--- config.mk ---
export PLATFORM = sky130hd
export DESIGN_NAME = alu8_slice_sequencer
export DESIGN_NICKNAME = d
export VERILOG_FILES = /design/src/rtl/alu8_slice_sequencer.sv
export SDC_FILE = /design/constraint.sdc
export NUM_CORES = 1
export LEC_CHECK = 0
export BUFFER_PORTS_ARGS = -buffer_cell sky130_fd_sc_hd__buf_2
export CORE_UTILIZATION = 40
export DETAILED_ROUTE_END_ITERATION = 8
export GPL_ROUTABILITY_DRIVEN = 0
export PLACE_DENSITY = 0.61
export SYNTH_ARGS = -nofsm -noshare
export SYNTH_HDL_FRONTEND = slang
export SYNTH_SLANG_ARGS = --single-unit
--- constraint.sdc ---
create_clock -name clk -period 2.6 [get_ports clk]
set_input_delay 0.78 -clock clk [delete_from_list [all_inputs] [get_ports clk]]
set_output_delay 0.78 -clock clk [all_outputs]
set_load 0.02 [all_outputs]
--- src/rtl/alu8_slice_sequencer.sv ---
// rtl/alu8_slice_sequencer.sv - sequences a 32-bit add/sub/shl over an external 8-bit ALU slice
// Carry/borrow-in is rebuilt with a second correction pass; shift-in is OR-ed into bit 0.
module alu8_slice_sequencer #(
    parameter int NSLICE = 4
) (
    input  logic                clk,
    input  logic                rst_n,
    input  logic                req_valid,
    output logic                req_ready,
    input  logic [1:0]          req_op,
    input  logic [8*NSLICE-1:0] req_a,
    input  logic [8*NSLICE-1:0] req_b,
    output logic                rsp_valid,
    input  logic                rsp_ready,
    output logic [8*NSLICE-1:0] rsp_data,
    output logic                rsp_carry,
    output logic [7:0]          alu_a,
    output logic [7:0]          alu_b,
    output logic                alu_addsub,
    output logic                alu_shift,
    input  logic [7:0]          alu_out
);
    localparam int W  = 8 * NSLICE;
    localparam int IW = (NSLICE > 1) ? $clog2(NSLICE) : 1;

    localparam logic [1:0] OP_SUB  = 2'b00;
    localparam logic [1:0] OP_ADD  = 2'b01;
    localparam logic [1:0] OP_SHL  = 2'b10;
    localparam logic [1:0] OP_PASS = 2'b11;

    typedef enum logic [1:0] {IDLE, PASS1, PASS2, DONE} state_t;

    state_t         state_q, state_n;
    logic [1:0]     op_q, op_n;
    logic [W-1:0]   a_q, a_n, b_q, b_n, res_q, res_n;
    logic [IW-1:0]  idx_q, idx_n;
    logic           cin_q, cin_n, c1_q, c1_n, carry_q, carry_n;
    logic [7:0]     r_q, r_n;
    logic [7:0]     alu_a_q, alu_a_n, alu_b_q, alu_b_n;
    logic           alu_addsub_q, alu_addsub_n, alu_shift_q, alu_shift_n;

    logic [7:0]     r1, sres;
    logic           c1, c2, scarry, slice_done;
    logic [W-1:0]   a_sh, b_sh, b_in;

    always_ff @(posedge clk or negedge rst_n) begin
        if (!rst_n) begin
            state_q      <= IDLE;
            op_q         <= OP_SUB;
            a_q          <= '0;
            b_q          <= '0;
            res_q        <= '0;
            idx_q        <= '0;
            cin_q        <= 1'b0;
            c1_q         <= 1'b0;
            r_q          <= '0;
            carry_q      <= 1'b0;
            alu_a_q      <= '0;
            alu_b_q      <= '0;
            alu_addsub_q <= 1'b0;
            alu_shift_q  <= 1'b0;
        end else begin
            state_q      <= state_n;
            op_q         <= op_n;
            a_q          <= a_n;
            b_q          <= b_n;
            res_q        <= res_n;
            idx_q        <= idx_n;
            cin_q        <= cin_n;
            c1_q         <= c1_n;
            r_q          <= r_n;
            carry_q      <= carry_n;
            alu_a_q      <= alu_a_n;
            alu_b_q      <= alu_b_n;
            alu_addsub_q <= alu_addsub_n;
            alu_shift_q  <= alu_shift_n;
        end
    end

    always_comb begin
        state_n      = state_q;
        op_n         = op_q;
        a_n          = a_q;
        b_n          = b_q;
        res_n        = res_q;
        idx_n        = idx_q;
        cin_n        = cin_q;
        c1_n         = c1_q;
        r_n          = r_q;
        carry_n      = carry_q;
        alu_a_n      = alu_a_q;
        alu_b_n      = alu_b_q;
        alu_addsub_n = alu_addsub_q;
        alu_shift_n  = alu_shift_q;
        slice_done   = 1'b0;
        sres         = '0;
        scarry       = 1'b0;

        // Operands are kept as shift registers so the current slice is always bits [7:0].
        a_sh = a_q >> 8;
        b_sh = b_q >> 8;
        b_in = (req_op == OP_SHL || req_op == OP_PASS) ? '0 : req_b;
        r1   = alu_out | {7'd0, (op_q == OP_SHL) & cin_q};
        case (op_q)
            OP_SUB:  c1 = a_q[7:0] < b_q[7:0];
            OP_SHL:  c1 = a_q[7];
            default: c1 = r1 < a_q[7:0];
        endcase
        c2 = (op_q == OP_SUB) ? (r_q == 8'd0) : (alu_out == 8'd0);

        case (state_q)
            IDLE: begin
                if (req_valid) begin
                    state_n      = PASS1;
                    op_n         = req_op;
                    a_n          = req_a;
                    b_n          = b_in;
                    res_n        = '0;
                    idx_n        = '0;
                    cin_n        = 1'b0;
                    carry_n      = 1'b0;
                    alu_a_n      = req_a[7:0];
                    alu_b_n      = b_in[7:0];
                    alu_addsub_n = (req_op != OP_SUB);
                    alu_shift_n  = (req_op == OP_SHL);
                end
            end
            PASS1: begin
                if (cin_q && (op_q == OP_ADD || op_q == OP_SUB)) begin
                    state_n     = PASS2;
                    r_n         = r1;
                    c1_n        = c1;
                    alu_a_n     = r1;
                    alu_b_n     = 8'h01;
                    alu_shift_n = 1'b0;
                end else begin
                    slice_done = 1'b1;
                    sres       = r1;
                    scarry     = c1;
                end
            end
            PASS2: begin
                slice_done = 1'b1;
                sres       = alu_out;
                scarry     = c1_q | c2;
            end
            DONE: begin
                if (rsp_ready) begin
                    state_n = IDLE;
                end
            end
            default: state_n = IDLE;
        endcase

        if (slice_done) begin
            res_n = (res_q >> 8) | (W'(sres) << (W - 8));
            cin_n = scarry;
            a_n   = a_sh;
            b_n   = b_sh;
            idx_n = idx_q + 1'b1;
            if (idx_q == IW'(NSLICE - 1)) begin
                state_n      = DONE;
                carry_n      = (op_q == OP_PASS) ? 1'b0 : scarry;
                alu_a_n      = '0;
                alu_b_n      = '0;
                alu_addsub_n = 1'b0;
                alu_shift_n  = 1'b0;
            end else begin
                state_n      = PASS1;
                alu_a_n      = a_sh[7:0];
                alu_b_n      = b_sh[7:0];
                alu_addsub_n = (op_q != OP_SUB);
                alu_shift_n  = (op_q == OP_SHL);
            end
        end
    end

    assign req_ready  = (state_q == IDLE);
    assign rsp_valid  = (state_q == DONE);
    assign rsp_data   = res_q;
    assign rsp_carry  = carry_q;
    assign alu_a      = alu_a_q;
    assign alu_b      = alu_b_q;
    assign alu_addsub = alu_addsub_q;
    assign alu_shift  = alu_shift_q;
endmodule

======== Yosys cells after proc, flatten, opt, wreduce, memory -nomap -nowiden ========
Cells that the tools add are included.
storage, ports and cells
  output and inout bits ................... 53
  input port bits ......................... 78
  flip-flop bits (word level) ............. 131
operators by class
  bitwise logic cells ..................... 4
  order comparisons ....................... 2
  add/sub/neg operators ................... 1
  mux-type cells .......................... 54
  equal/unequal tests ..................... 12
  reduce and logical (&&, ||, !) cells .... 18
operator list
  cell                                                   count
  two-way mux 32 bit                                     10
  two-way mux 8 bit                                      9
  one-hot mux 8 bit (2 select lines)                     3
  OR 24 x 32 -> 32 bit                                   1
  two-way mux 1 bit                                      19
  zero test 8 bit                                        2
  < comparator 8 bit                                     2
  two-way mux 2 bit                                      8
  == test 2 bit, second input constant                   7
  OR 8 x 1 -> 8 bit                                      1
  one-hot mux 1 bit (2 select lines)                     4
  nonzero test 2 bit                                     4
  one-hot mux 2 bit (3 select lines)                     1
  AND reduction 2 bit                                    3
  == test 2 x 1 -> 1 bit, second input constant          2
  zero test 2 bit                                        2
  AND reduction 4 bit                                    1
  nonzero test 4 bit                                     1
  inequality test 3 x 1 -> 1 bit, second input constant  1
  inequality test 3 x 2 -> 1 bit, second input constant  1
  inequality test 3 bit, second input constant           1
  AND reduction 3 bit                                    1
  nonzero test 3 bit                                     1
  adder 2 x 1 -> 2 bit, second input constant            1
  4 further kinds                                        5

======== Logic depth before layout (Yosys ltp) ========
Gate-level depths: netlist of run 1.
  depth after elaboration ................. 10
  gate-level depth with buffers ........... 11

======== Worst setup path after synthesis of run 1 ========
Ideal clock, no wire load.
  path type ............................... input -> register
  start point ............................. input alu_out[3]
  end point ............................... register c1_q
  library setup time ...................... 0.084 ns
  slack ................................... 0.340 ns
  data required time ...................... 2.516 ns
  arrival time ............................ 2.176 ns
  stages on the path ...................... 6
  path through ............................ ha_1 > a211o_1 > a2111o_1 > a32oi_1 > o21ai_0 > o21ai_0
on the way
  longest elaborated chain between the ends .. 3
ends and longest elaborated chain
  element                             RTL line  source
  from (decl)                         21        input logic [7:0] alu_out
  OR 8 x 1 -> 8 bit                   103       r1 = alu_out | {7'd0, (op_q == OP_SHL) & cin_q};
  < comparator 8 bit                  107       default: c1 = r1 < a_q[7:0];
  one-hot mux 1 bit (2 select lines)  104       case (op_q)
  to (signal assigned)                70        c1_q <= c1_n;
  to (decl)                           37        logic cin_q, cin_n, c1_q, c1_n, carry_q, carry_n;
No other way between the ends.
A chain may end at the register's enable or synchronous reset.

======== Worst setup path in the final report of run 1 ========
  start point ............................. register state_q[1]
  end point ............................... register b_q[14]
on the way
  longest elaborated chain between the ends .. 4
  elaborated cells between the ends (all ways) .. 8
  those cells by class .................... 2 x eq/ne; 2 x mux; 4 x reduce/logical
ends and longest elaborated chain
  element                                                         RTL line  source
  from (decl)                                                     33        state_t state_q, state_n;
  from (signal assigned)                                          63        state_q <= state_n;
  == test 2 bit / == test 2 x 1 -> 1 bit (equally long branches)  111       case (state_q)
  one-hot mux 1 bit (2 select lines)                              111
  nonzero test 2 bit (no line)                                    n/a
  AND reduction 2 bit (no line)                                   n/a
  to (signal assigned)                                            66        b_q <= b_n;
  to (decl)                                                       35        logic [W-1:0] a_q, a_n, b_q, b_n, res_q, res_n;
Several ways; a longest one is shown, not always the timed one.

==> results of run 1 <==
through the flow:
step	total power, W	setup slack (ns)	util (%)	area [sq um]	instances
6_report	0.0113	0.409	50.3	7970	1059
4_1_cts	0.0114	0.393	50.3	7970	1058
3_3_place_gp	0.00868	0.116	46.4	7340	1026
2_1_floorplan	0.00731	0.340	-	6460	715
3_5_place_dp	0.00878	0.0542	46.4	7340	1026
5_1_grt	0.0121	0.224	50.3	7970	1059
Yosys cell counts, types with 3 or more instances:
library cell  instances
dfrtp_1             131
a31o_1                3
buf_6                 5
a21oi_1              52
o21ai_0              41
nand3_1              36
nor2_1               43
buf_2                13
nand2_1             174
mux2_4                3
inv_1                19
and3_1               33
ha_1                 20
mux2i_1               9
a31o_2                5
a31oi_1              27
nand4_1              10
nor2b_1               4
clkbuf_1             32
mux2_2               20
worst reg2reg max path, stage by stage (launching register included):
cell and delay [ns]:
dfrtp_1 0.43, inv_1 0.09, ha_1 0.53, and2_4 0.53, buf_4 0.35, o21ai_0 0.14
layer usage:
| metal | up-vias | GRT usage, % |
|---|---|---|
| met5 | - | 0 |
| li1 | 2706 | - |
| met3 | 20 | 6.36 |
| met2 | 170 | 32.4 |
| met1 | 2636 | 29.2 |
| met4 | 0 | 6.99 |
logic make-up (layout without fill, tap and decap cells):
family / Yosys count / count (layout) / synth area share (%)
other cells: 0 / 1 / 0
mux: 33 / 33 / 5.75
compound gates: 146 / 146 / 13.4
fa+ha+maj: 20 / 20 / 3.87
flops: 131 / 131 / 50.7
simple gates: 313 / 313 / 21.3
buf+inv: 72 / 199 / 5.01
worst paths after layout:
check	endpoint	slack [ns]	start	cells after the start
min reg2reg	b_q[22]	0.47	b_q[30]	2
max	b_q[14]	0.41	state_q[1]	5
max reg2reg	b_q[14]	0.41	state_q[1]	5
min in group clk	b_q[22]	0.47	b_q[30]	2
min	rsp_data[14]	0.21	rst_n	1
max in group asynchronous	b_q[31]	1.75	rst_n	2
layout make-up:
class | instances | area (sq um)
inverters | 20 | 75.1
fillers | 1503 | 7860
clock buffers | 19 | 453
repair buffers | 147 | 847
well taps | 216 | 270
flip-flops and latches | 131 | 3280
multi-input cells | 512 | 2870
diodes | 1 | 2.50
clock inverters | 13 | 171
state kept, by name, indices dropped and copies added, names as in the netlist:
register    count
alu_a           8
a_q            32
state_q         2
c1_q            1
r_q             8
b_q            32
cin_q           1
idx_q           2
op_q            2
rsp_carry       1
alu_shift       1
rsp_data       32
alu_b           8
alu_addsub      1
power by group:
part / total, W / internal [W] / switching, W
Sequential: 0.00366 / 0.00301 / 0.000651
Combinational: 0.00508 / 0.00195 / 0.00313
Clock: 0.00253 / 0.00158 / 0.000957
Total: 0.0113 / 0.00653 / 0.00474
cell usage in the layout (no fill, tap or decap), types with 3 or more instances in the layout:
cell	n
nand4_1	10
mux2_2	20
bufinv_16	3
a31o_2	5
clkbuf_16	17
mux2_4	3
o21ai_0	41
ha_1	20
buf_2	129
a31oi_1	27
and3_1	33
nand3_1	36
mux2i_1	9
nand2_1	173
a31o_1	3
nor2b_1	4
dfrtp_1	131
a21oi_1	52
inv_6	5
inv_1	19
buf_4	12
nor2_1	43
buf_12	5
==> results_dict.tcl, run 1 <==
set metrics [dict create \
    cts_hold_buf 0 \
    cellLeakagePower_nw 4.08 \
    synth_cell_type_count 45 \
    drc 1 \
    clk_latency_ns 0.42 \
    hold_slack_ns 0.212 \
    async_flop_share_pct 100 \
    setup_tns_ns 0 \
    core-area_sq_um 15800 \
    dpl.hpwl_microns 11400 \
    wl_met2_microns 7730 \
    rows 46 \
    grt_pass1_wl_microns 27500 \
    critPathBufInv 2 \
    initial_core_util_pct 40.8 \
    clkTransAtPathRegs_ns 0.06 \
    avgSynthCellArea_sq_um 9.04 \
    violations "design-rule violations" \
    post_cts_buffers 0 \
    rsz0062_at_grt "no" \
    slowest_stage "ha_1" \
    cts_tree "done" \
    cts_buffers 17 \
    cts-root-buf "clkbuf_16" \
    cellPowerDensity_nw_per_um2 1410 \
    fin_nets 927 \
    grt-ovfl-total 0 \
    cp_slowest_stage_delay_ns 0.53 \
    areaGrowthSynthToFinish_pct 23.3 \
    cts_sinks 131 \
    antenna_found_initial 1 \
    clockBufferDepth 2 \
    ir_worst_vdd_uv 707 \
    vias_per_cell 5.22 \
    start_kind "register" \
    cap_violations 0 \
    met3_length_microns 1080 \
    cp_max_fo 43 \
    crit_arrival_ns 2.48 \
    relSlewSlack_pct 62.7 \
    synth_top_area_share_pct 50.7 \
    io_pins 131 \
    cts_resized 0 \
    drt_iter0_drc 318 \
    drive_gt1_share_pct 25.2 \
    crit_chain "inv_1, ha_1, and2_4, buf_4, o21ai_0" \
    syn_area_sq_um 6460 \
    ys_warn_count 0 \
    setup_viol 0 \
    dieWidth_microns 129 \
    netlist_instances 715 \
    die_area_sq_um 16700 \
    synth_edf_count 0 \
    status "finished, violations left" \
    die_h_microns 129 \
    worstMarginPinSlew_ns 0.557 \
    wirelength_microns 17000 \
    fin_skew_ns 0.00772 \
    ys_top_cells_by_area "dfrtp_1, nand2_1, a21oi_1, ha_1, mux2_2" \
    m1WireLength_microns 7920 \
    seq_area_frac_synth_pct 50.7 \
    finalHoldViolCount 0 \
    portBuffers 130 \
    grt_max_degree 89 \
    endpoint_kind "register" \
    yosys.area.top_type "dfrtp_1" \
    h-tree-depth 4 \
    slew_violations 0 \
    fin_crit_sh_pct 84.3 \
    synth_nets 813 \
    first_global_vias 5212 \
    wl_per_cell_microns 16.1 \
    highest_layer "met4" \
    crit_type "reg -> reg" \
    ys.flop_type "dfrtp_1" \
    grtUsageTotal_pct 21.4 \
    dr_total_vias 5532 \
    hp-class "in -> async" \
    ys_seq_elements 131 \
    fin_crit_ns 2.19 \
    final_antenna_net_count 0 \
    crit_required_ns 2.89 \
    first_pass_iters 6 \
    path_delay_family "adder cells" \
    clock.fmax_ghz 0.456 \
]
Note: power is estimated with default switching activity, not from simulation.
==> inputs of run 2 (changes only) <==
--- a/config.mk
+++ b/config.mk
@@ -5,11 +5,12 @@
 export SDC_FILE = /design/constraint.sdc
 export NUM_CORES = 1
 export LEC_CHECK = 0
+export ABC_AREA = 1
 export BUFFER_PORTS_ARGS = -buffer_cell sky130_fd_sc_hd__buf_2
 export CORE_UTILIZATION = 40
 export DETAILED_ROUTE_END_ITERATION = 8
 export GPL_ROUTABILITY_DRIVEN = 0
-export PLACE_DENSITY = 0.61
+export PLACE_DENSITY = 0.62
 export SYNTH_ARGS = -nofsm -noshare
 export SYNTH_HDL_FRONTEND = slang
 export SYNTH_SLANG_ARGS = --single-unit
==> constraint.sdc (replaced) <==
create_clock -name clk -period 2.2 [get_ports clk]
set_input_delay 0.66 -clock clk [delete_from_list [all_inputs] [get_ports clk]]
set_output_delay 0.66 -clock clk [all_outputs]
set_load 0.02 [all_outputs]
==> run 2 against run 1 <==
Compared with the run above: first-iteration DRC count is 6.6% higher; critical endpoint is now alu_b[0]; the run now ends clean; combinational power is 25% higher; clock skew hardly changed; clock power is 8.7% higher; maximum frequency is 8.1% higher; critical path depth is 2 higher; largest power group unchanged.
==> results_dict.tcl, run 2 <==
set metrics [dict create \
    crit_required_ns 2.54 \
    slowest_stage "nor2_2" \
    post_cts_buffers 0 \
    drc 0 \
    setup_viol 0 \
    cts-root-buf "clkbuf_16" \
    rr_worst_depth 7 \
    fin_ws_ns 0.174 \
    cellPowerDensity_nw_per_um2 1740 \
    r2r_slack_ns 0.17 \
    seq_area_frac_synth_pct 53.4 \
    core-area_sq_um 14800 \
    total_power_w 0.0132 \
    rows 44 \
    finalHoldViolCount 0 \
    rsz0062_at_grt "no" \
    status "finished, final reports clean" \
    cellLeakagePower_nw 3.82 \
    ys.flop_type "dfrtp_1" \
    drt_iter0_drc 339 \
    synth_compound_area_share_pct 17.1 \
    cap_violations 0 \
    fin_skew_ns 0.00796 \
    async_flop_share_pct 100 \
    wl_per_cell_microns 16.3 \
    synth_top_area_share_pct 53.4 \
    cts_sinks 131 \
    relSlewSlack_pct 63.1 \
    ys_warn_count 0 \
    initial_core_util_pct 41.6 \
    vias_per_cell 5.33 \
    grtUsageTotal_pct 21.9 \
    first_global_vias 5361 \
    avgSynthCellArea_sq_um 9.07 \
    cts_tree "done" \
    endpoint_kind "register" \
    fin_crit_ns 2.03 \
    synth.most_common_cell "dfrtp_1" \
    cp_max_fo 10 \
    clock.fmax_ghz 0.493 \
    cts_resized 0 \
    dieWidth_microns 126 \
    final_antenna_net_count 0 \
    fin_crit_sh_pct 92.1 \
    nFillCells 1338 \
    crit_chain "inv_1, ha_1, buf_4, clkinv_1, nor2_2, inv_1, a41oi_2" \
    dpl.hpwl_microns 11600 \
    synth_fa_ha_area_share_pct 4.08 \
    slew_violations 0 \
    hold_slack_ns 0.162 \
    crit_top_cell "inv_1" \
    h-tree-depth 4 \
    hp-class "in -> async" \
    yosys.area.top_type "dfrtp_1" \
    fin_nets 902 \
    r2r_end "alu_b[0]" \
    io_pins 131 \
    grt-ovfl-total 0 \
    syn_area_sq_um 6130 \
    die_area_sq_um 15800 \
    cts_buffers 17 \
    cp_slowest_stage_delay_ns 0.48 \
    synth_top_family_by_area "compound AO/OA/AOI/OAI gates" \
    crit_type "reg -> reg" \
    crit_arrival_ns 2.37 \
    grt_pass1_wl_microns 26900 \
    synth_nets 774 \
    multi_input_area_sq_um 2250 \
    first_pass_iters 5 \
    layout_commonest_cell "dfrtp_1" \
    ys_top_cells_by_area "dfrtp_1, inv_1, nand3_1, nand2_1, ha_1" \
    synthSimpleGateAreaFrac_pct 15.3 \
    die_h_microns 126 \
    dr_total_vias 5325 \
    synth_mux_area_share_pct 0 \
    synth_edf_count 0 \
    synth_xor_area_share_pct 0 \
    portBuffers 130 \
    synth_cell_type_count 34 \
    grt_max_degree 46 \
    regArea_sq_um 3280 \
    clk_latency_ns 0.42 \
    drive_gt1_share_pct 23.1 \
    cts_hold_buf 0 \
    crit-reg2reg-launch "state_q[1]" \
    wirelength_microns 16300 \
    antenna_found_initial 1 \
    clkTransAtPathRegs_ns 0.05 \
    clockBufferDepth 2 \
    ys_top_cells_by_count "dfrtp_1, inv_1, nand2_1" \
    start_kind "register" \
    netlist_instances 676 \
    dp_slack_ns 0.150 \
    final_util_pct 51.4 \
    worstMarginPinSlew_ns 0.549 \
    ir_worst_vdd_uv 839 \
    areaGrowthSynthToFinish_pct 23.7 \
    layout_common_cells "dfrtp_1, buf_2, inv_1" \
    setup_tns_ns 0 \
    ys_seq_elements 131 \
]
-- run 2: area by class of cell --
class                      count  share of cell area (%)
inverter                     108                    5.39
multi-input combinational    397                    29.6
antenna                        1                  0.0330
clock buffer                  25                    6.53
sequential                   131                    43.2
clock inverter                 5                   0.989
timing repair buffer         149                    11.2
tap                          184                    3.03
-- run 2: worst max-delay path: cells and delay by family, from the launching register on --
family | cells | cell delay, ns
DFF | 1 | 0.42
AOI/OAI and AO/OA | 1 | 0.19
adders and majority gates | 1 | 0.16
and+or+nand+nor | 1 | 0.48
buffers and inverters | 4 | 0.69
-- run 2: worst max-delay path by stage --
stage          startpoint      endpoint  cells past startpoint
2_1_floorplan  state_q[0]       b_q[13]                      7
3_3_place_gp   state_q[1]  rsp_data[11]                      9
3_5_place_dp   state_q[1]       b_q[31]                      9
4_1_cts        state_q[1]  rsp_data[10]                      9
5_1_grt        state_q[1]      alu_a[0]                      7
6_report       state_q[1]      alu_b[0]                      7
-- run 2: through the flow --
| step | cell area (sq um) | cells |
|---|---|---|
| after global routing | 7590 | 1000 |
| after global placement | 7010 | 969 |
| final | 7590 | 1000 |
| after CTS | 7580 | 999 |
| after detailed placement | 7010 | 969 |
| after floorplan | 6130 | 676 |
-- run 2: kinds of logic (layout without fill, tap and decap cells) --
family,after synthesis,in the layout
AO/OA/AOI/OAI,159,159
adder cells (fa/ha/maj),20,20
buffers and inverters,148,287
flip-flops,131,131
other,0,1
AND/OR/NAND/NOR,218,218
-- run 2: per-layer routing --
layer / part of all wire [%] / wire length (microns) / vias up / global-route usage [%]
met3: 5.8 / 939 / 20 / 5.48
met2: 47 / 7640 / 150 / 35.2
met5: 0 / 0 / - / 0
li1: - / - / 2567 / -
met1: 46 / 7430 / 2588 / 28.3
met4: 1.7 / 280 / 0 / 8.79
-- run 2: where the power goes --
group	internal, W	switching (W)
logic	0.00219	0.00414
clock network	0.00177	0.000984
registers	0.00352	0.000595
total	0.00748	0.00572
